## config.mk

```make
export PLATFORM = sky130hd
export DESIGN_NAME = div16_iter_flat
export DESIGN_NICKNAME = d
export VERILOG_FILES = /design/src/rtl/div16_iter_if.sv /design/src/rtl/div16_iter.sv /design/src/flat_wrapper.sv
export SDC_FILE = /design/constraint.sdc
export NUM_CORES = 1
export LEC_CHECK = 0
export BUFFER_PORTS_ARGS = -buffer_cell sky130_fd_sc_hd__buf_4
export CAP_MARGIN = 40
export CORE_MARGIN = 2
export CORE_UTILIZATION = 40
export CTS_CLUSTER_DIAMETER = 60
export DETAILED_ROUTE_END_ITERATION = 10
export GPL_TIMING_DRIVEN = 0
export MAX_ROUTING_LAYER = met4
export PLACE_DENSITY_LB_ADDON = 0.1
export SYNTH_ARGS = -nofsm -noshare
export SYNTH_HDL_FRONTEND = slang
export SYNTH_SLANG_ARGS = --single-unit
```

## constraint.sdc

```tcl
create_clock -name clk -period 2.75 [get_ports clk]
set_clock_uncertainty 0.05 [all_clocks]
set_input_delay 0.55 -clock clk [delete_from_list [all_inputs] [get_ports clk]]
set_output_delay 0.55 -clock clk [all_outputs]
set_load 0.01 [all_outputs]
```

## src/rtl/div16_iter_if.sv

```systemverilog
`default_nettype none
// ============================================================================
// Module      : div16_iter_if
// Description : Request/result bundle for the iterative divider.
// Revision    : 1.0 - initial release
// ============================================================================
interface div16_iter_if #(
    parameter int WIDTH = 16
);
    logic             start;
    logic             signed_op;
    logic [WIDTH-1:0] dividend;
    logic [WIDTH-1:0] divisor;
    logic             busy;
    logic             done;
    logic [WIDTH-1:0] quotient;
    logic [WIDTH-1:0] remainder;
    logic             div_by_zero;

    modport master (
        output start, signed_op, dividend, divisor,
        input  busy, done, quotient, remainder, div_by_zero
    );

    modport slave (
        input  start, signed_op, dividend, divisor,
        output busy, done, quotient, remainder, div_by_zero
    );
endinterface
`default_nettype wire

```

## src/rtl/div16_iter.sv

```systemverilog
`default_nettype none
// ============================================================================
// Module      : div16_iter
// Description : Restoring divider, one quotient bit per cycle, signed/unsigned.
// Revision    : 1.0 - initial release
// ============================================================================
module div16_iter #(
    parameter int WIDTH = 16
) (
    input  wire logic        clk,
    input  wire logic        rst_n,
    div16_iter_if.slave      bus
);
    localparam int                 c_CNT_W = $clog2(WIDTH);
    localparam logic [c_CNT_W-1:0] c_LAST  = c_CNT_W'(WIDTH - 1);

    typedef enum logic [1:0] {
        S_IDLE = 2'd0,
        S_CALC = 2'd1,
        S_FIN  = 2'd2
    } state_t;

    state_t             r_state;
    state_t             w_state_nxt;
    logic [c_CNT_W-1:0] r_cnt;
    logic [WIDTH-1:0]   r_rem;
    logic [WIDTH-1:0]   r_q;
    logic [WIDTH-1:0]   r_dmag;
    logic               r_q_neg;
    logic               r_r_neg;
    logic               r_dz;
    logic               r_done;
    logic [WIDTH-1:0]   r_quotient;
    logic [WIDTH-1:0]   r_remainder;
    logic               r_div_by_zero;

    logic               w_accept;
    logic               w_dz_in;
    logic               w_a_neg;
    logic               w_b_neg;
    logic [WIDTH-1:0]   w_a_mag;
    logic [WIDTH-1:0]   w_b_mag;
    logic [WIDTH:0]     w_rem_s;
    logic [WIDTH:0]     w_diff;
    logic               w_ge;
    logic [WIDTH-1:0]   w_rem_step;
    logic [WIDTH-1:0]   w_q_step;

    assign w_accept = bus.start && (r_state != S_CALC);
    assign w_dz_in  = (bus.divisor == '0);
    assign w_a_neg  = bus.signed_op && bus.dividend[WIDTH-1];
    assign w_b_neg  = bus.signed_op && bus.divisor[WIDTH-1];
    assign w_a_mag  = w_a_neg ? (~bus.dividend + 1'b1) : bus.dividend;
    assign w_b_mag  = w_b_neg ? (~bus.divisor + 1'b1) : bus.divisor;

    // Partial remainder kept one bit wider so divisors above 2^(WIDTH-1) still divide correctly.
    assign w_rem_s    = {r_rem, r_q[WIDTH-1]};
    assign w_diff     = w_rem_s - {1'b0, r_dmag};
    assign w_ge       = ~w_diff[WIDTH];
    assign w_rem_step = w_ge ? w_diff[WIDTH-1:0] : w_rem_s[WIDTH-1:0];
    assign w_q_step   = {r_q[WIDTH-2:0], w_ge};

    always_comb begin
        w_state_nxt = r_state;
        case (r_state)
            S_IDLE: if (bus.start) w_state_nxt = w_dz_in ? S_FIN : S_CALC;
            S_CALC: if (r_cnt == c_LAST) w_state_nxt = S_FIN;
            S_FIN:  w_state_nxt = bus.start ? (w_dz_in ? S_FIN : S_CALC) : S_IDLE;
            default: w_state_nxt = S_IDLE;
        endcase
    end

    always_ff @(posedge clk or negedge rst_n) begin
        if (!rst_n) begin
            r_state       <= S_IDLE;
            r_cnt         <= '0;
            r_rem         <= '0;
            r_q           <= '0;
            r_dmag        <= '0;
            r_q_neg       <= 1'b0;
            r_r_neg       <= 1'b0;
            r_dz          <= 1'b0;
            r_done        <= 1'b0;
            r_quotient    <= '0;
            r_remainder   <= '0;
            r_div_by_zero <= 1'b0;
        end else begin
            r_state <= w_state_nxt;
            r_done  <= 1'b0;
            if (w_accept) begin
                r_cnt   <= '0;
                r_rem   <= '0;
                // A zero divisor skips CALC, so r_q carries the raw dividend straight to FIN.
                r_q     <= w_dz_in ? bus.dividend : w_a_mag;
                r_dmag  <= w_b_mag;
                r_q_neg <= w_a_neg ^ w_b_neg;
                r_r_neg <= w_a_neg;
                r_dz    <= w_dz_in;
            end else if (r_state == S_CALC) begin
                r_cnt <= r_cnt + 1'b1;
                r_rem <= w_rem_step;
                r_q   <= w_q_step;
            end
            if (r_state == S_FIN) begin
                r_done        <= 1'b1;
                r_div_by_zero <= r_dz;
                if (r_dz) begin
                    r_quotient  <= '1;
                    r_remainder <= r_q;
                end else begin
                    r_quotient  <= r_q_neg ? (~r_q + 1'b1) : r_q;
                    r_remainder <= r_r_neg ? (~r_rem + 1'b1) : r_rem;
                end
            end
        end
    end

    assign bus.busy        = (r_state == S_CALC);
    assign bus.done        = r_done;
    assign bus.quotient    = r_quotient;
    assign bus.remainder   = r_remainder;
    assign bus.div_by_zero = r_div_by_zero;
endmodule
`default_nettype wire

```

## src/flat_wrapper.sv

```systemverilog
// flat-port wrapper written by rule: the top's interface ports become plain ports
module div16_iter_flat 
#(
    parameter int WIDTH = 16
)
  (clk, rst_n, bus_start, bus_signed_op, bus_dividend, bus_divisor, bus_busy, bus_done, bus_quotient, bus_remainder, bus_div_by_zero);
  div16_iter_if #(.WIDTH(WIDTH)) bus_i ();
  input  wire logic clk;
  input  wire logic rst_n;
  input wire logic [$bits(bus_i.start)-1:0] bus_start;
  input wire logic [$bits(bus_i.signed_op)-1:0] bus_signed_op;
  input wire logic [$bits(bus_i.dividend)-1:0] bus_dividend;
  input wire logic [$bits(bus_i.divisor)-1:0] bus_divisor;
  output wire logic [$bits(bus_i.busy)-1:0] bus_busy;
  output wire logic [$bits(bus_i.done)-1:0] bus_done;
  output wire logic [$bits(bus_i.quotient)-1:0] bus_quotient;
  output wire logic [$bits(bus_i.remainder)-1:0] bus_remainder;
  output wire logic [$bits(bus_i.div_by_zero)-1:0] bus_div_by_zero;
  assign bus_i.start = bus_start;
  assign bus_i.signed_op = bus_signed_op;
  assign bus_i.dividend = bus_dividend;
  assign bus_i.divisor = bus_divisor;
  assign bus_busy = bus_i.busy;
  assign bus_done = bus_i.done;
  assign bus_quotient = bus_i.quotient;
  assign bus_remainder = bus_i.remainder;
  assign bus_div_by_zero = bus_i.div_by_zero;
  div16_iter #(.WIDTH(WIDTH)) u_core (.clk(clk), .rst_n(rst_n), .bus(bus_i));
endmodule
```

==> flow_summary.toml <==
[outcome]
status = "finished clean"

[setup_path]
cp.arrival_ps = 2910
cp_slowest_stage_delay_ps = 540
crit_type = "reg2reg"
start_kind = "flip-flop"
worst_ep_required_time_ps = 2970
path_max_fanout = 6
crit_slowest_cell = "or4_4"
critPathCaptureType = "flip-flop"
worstPathCellList = "ha_1 > a21oi_1 > nor2b_1 > a211oi_4 > o21a_4 > or4_4 > o221ai_2"

[pwr]
p_int_mw = 5.25
pwr-share-seq_pct = 27.3
cellLeakagePower_nw = 3.28
power-per-cell-area_nw_per_um2 = 1280
pwr-share-clk_pct = 13.6
ir_drop_mv = 0.552
combPwrFrac_pct = 59.1
p_sw_mw = 4.33
switching_share_pct = 45.2
power_mw = 9.58

[worst_hold_path]
hp-class = "in2async"

[flow_run]
max-cap-violations = 0

[logic_synthesis]
synthArstFlopShare_pct = 100
seq_area_frac_synth_pct = 37.5
synth_edf_count = 0
synth_area_leaders = "dfrtp_1, o21ai_0, nand2_1"
ys_seq_elements = 91
postSynthAreaPerCell_sq_um = 8.31
synth_fp_nets = 789
synth_largest_area_cell = "dfrtp_1"
syn_area_sq_um = 6080
syn_inst = 731
ys.flop_type = "dfrtp_1"
yosysUniqueCellTypes = 54
yosys_warnings = 0
yosysTopAreaCellShare_pct = 37.5

[detailed_routing]
drt_pass1_iterations = 6
wl_per_cell_microns = 18.4
drc = 0
antenna_left = 0
vias = 5784
drtIter0Drc = 400
via_per_inst = 5.72
wirelength_microns = 18600

[timing]
min_period_ps = 2690
setup_viol = 0
clock.fmax_mhz = 372
setup_slack_ps = 59.6
drv_slew = 0
maxSlewHeadroom_pct = 52.2
fin_crit_sh_pct = 97.8
tightest_slew_ps = 711
fin_tns_setup_ps = 0
finalHoldViolations = 0
rsz0062_at_grt = "true"

[global_routing]
grt_max_degree = 64
grt_util_all_layers_pct = 23.7
grt_pass1_wl_microns = 29400
grt_pass1_vias = 5517
grt_overflow = 0
antenna_found_initial = 0

[final_layout]
drive_gt1_share_pct = 16.7
multi_input_area_sq_um = 3710
n_antenna_cell = 0
layout.nets = 878
final_core_util_pct = 49.7
syn_to_final_growth_pct = 22.8
fill_cells = 1466
regArea_sq_um = 2280

[placed_design]
place_ws_ps = -553
gp_congestion = 0.916
io_buffer_count = 69
hpwl_microns = 14100

[floorplan]
start_util_pct = 40.4
row_count = 45
io_pins = 71
die_y_microns = 127
dieWidth_microns = 127
die_area_sq_um = 16200
core_sq_um = 15000

[clocking]
cts_root_buf = "clkbuf_16"
cts.path.max_buffers = 2
clk_pin_slew_worst_paths_ps = 70
clk_latency_ps = 350
htreeDepth = 3
cts.sinks = 91
cts_buffers = 9
tritoncts = "done"
-- power by group through the flow --
stage / logic [mW] / registers (mW) / clock network [mW]
finish: 5.66 / 2.62 / 1.30
global route: 6.22 / 2.69 / 1.37
CTS: 5.26 / 2.59 / 1.31
detailed placement: 4.80 / 2.60 / 0
global placement: 4.74 / 2.59 / 0
floorplan: 3.48 / 2.39 / 0
-- area by class of cell --
type                    instances  share of cell area (%)
repair buffers                 83                    8.67
well taps                     188                    3.15
clock inverters                 5                   0.838
plain buffers                  41                    2.36
multi-input cells             565                    49.7
clock buffers                  10                    3.20
inverters                      29                    1.46
flip-flops and latches         91                    30.6
-- through the flow --
step | hold WS (ps) | cell area, sq um | instances
after floorplan | 204 | 6080 | 731
after global placement | 406 | 6830 | 988
after detailed placement | 416 | 6860 | 989
after CTS | 99.7 | 7340 | 1008
after global routing | 111 | 7460 | 1012
final | 84.5 | 7460 | 1012
-- Yosys cell counts (15+ instances only) --
cell type  count
inv_1         26
a21o_1        21
a21oi_1       57
ha_1          21
nor2_1        45
nand3_1       18
nand2_1       96
dfrtp_1       91
xor2_1        29
o21ai_0       73
a211oi_1      15
clkbuf_1      41
xnor2_1       33
-- final timing paths --
| check | start | end | slack [ps] | cells after the start |
|---|---|---|---|---|
| worst max-delay path | u_core.r_rem[4]$_DFFE_PN0P_ | u_core.r_rem[13]$_DFFE_PN0P_ | 60 | 7 |
| worst min register to register | u_core.r_dmag[15]$_DFFE_PN0P_ | u_core.r_dmag[15]$_DFFE_PN0P_ | 430 | 2 |
| min in group clk | u_core.r_dmag[15]$_DFFE_PN0P_ | u_core.r_dmag[15]$_DFFE_PN0P_ | 430 | 2 |
| max in group asynchronous | rst_n | u_core.r_rem[0]$_DFFE_PN0P_ | 1870 | 2 |
| worst max register to register | u_core.r_rem[4]$_DFFE_PN0P_ | u_core.r_rem[13]$_DFFE_PN0P_ | 60 | 7 |
| worst min-delay path | rst_n | u_core.r_rem[14]$_DFFE_PN0P_ | 80 | 1 |
-- critical path, delay by kind of cell (launching register included) --
family,cells,cell delay [ps]
AND/OR/NAND/NOR,2,900
AO/OA/AOI/OAI,4,810
flip-flops,1,450
adder cells (fa/ha/maj),1,390
-- layer usage --
| metal | share of wire (%) | track usage [%] | up-vias |
|---|---|---|---|
| li1 | - | - | 2799 |
| met3 | 4.9 | 3.64 | 21 |
| met5 | 0 | - | - |
| met1 | 48 | 32.8 | 2815 |
| met4 | 1.4 | 5.95 | 0 |
| met2 | 46 | 36.7 | 149 |
-- sequential cells by signal (all words and copies together), names as in the netlist, 2 cells and up --
name	cells
u_core.bus.quotient	16
u_core.bus.remainder	16
u_core.r_cnt	4
u_core.r_dmag	16
u_core.r_q	16
u_core.r_rem	16
u_core.r_state	2
-- cells by family after synthesis --
| kind of cell | count (synthesis) | synth area share (%) |
|---|---|---|
| compound gates | 228 | 23.4 |
| xor+xnor | 62 | 8.94 |
| fa+ha+maj | 22 | 4.65 |
| buf+inv | 75 | 4.80 |
| flops | 91 | 37.5 |
| mux | 11 | 1.81 |
| simple gates | 242 | 18.9 |
-- what timing repair did --
| action | in CTS | in global routing |
|---|---|---|
| pin swaps | 9 | 9 |
| gates cloned | 0 | 1 |
| hold buffers | 0 | 0 |
| endpoints found under the setup margin | 18 | 17 |
| setup buffers | 7 | 5 |
| gates resized for setup | 33 | 27 |
| hold endpoints to repair | 0 | 0 |
-- layout by cell type (no fill, tap or decap), types with 4 or more instances in the layout --
master | netlist | final
dfrtp_2 | 0 | 5
inv_1 | 26 | 24
xor2_1 | 29 | 29
ha_4 | 0 | 7
a21o_1 | 21 | 21
o41ai_1 | 4 | 4
clkbuf_1 | 41 | 36
mux2i_1 | 11 | 11
xnor2_1 | 33 | 33
or3_1 | 11 | 10
o31ai_1 | 9 | 8
dfrtp_1 | 91 | 86
nor2b_1 | 7 | 5
nor4_1 | 10 | 10
nand4_1 | 12 | 12
buf_4 | 0 | 82
a211oi_1 | 15 | 13
nand2b_1 | 8 | 8
or4_1 | 12 | 10
nand2_1 | 96 | 96
and3_1 | 5 | 5
nor3_1 | 10 | 9
clkbuf_16 | 0 | 9
a21oi_1 | 57 | 56
ha_1 | 21 | 12
nor2_1 | 45 | 44
a31oi_1 | 5 | 5
o21ai_1 | 2 | 4
o221ai_1 | 10 | 7
o21a_1 | 7 | 6
nand3_1 | 18 | 18
o21ai_0 | 73 | 71
Note: power is estimated with default switching activity, not from simulation.
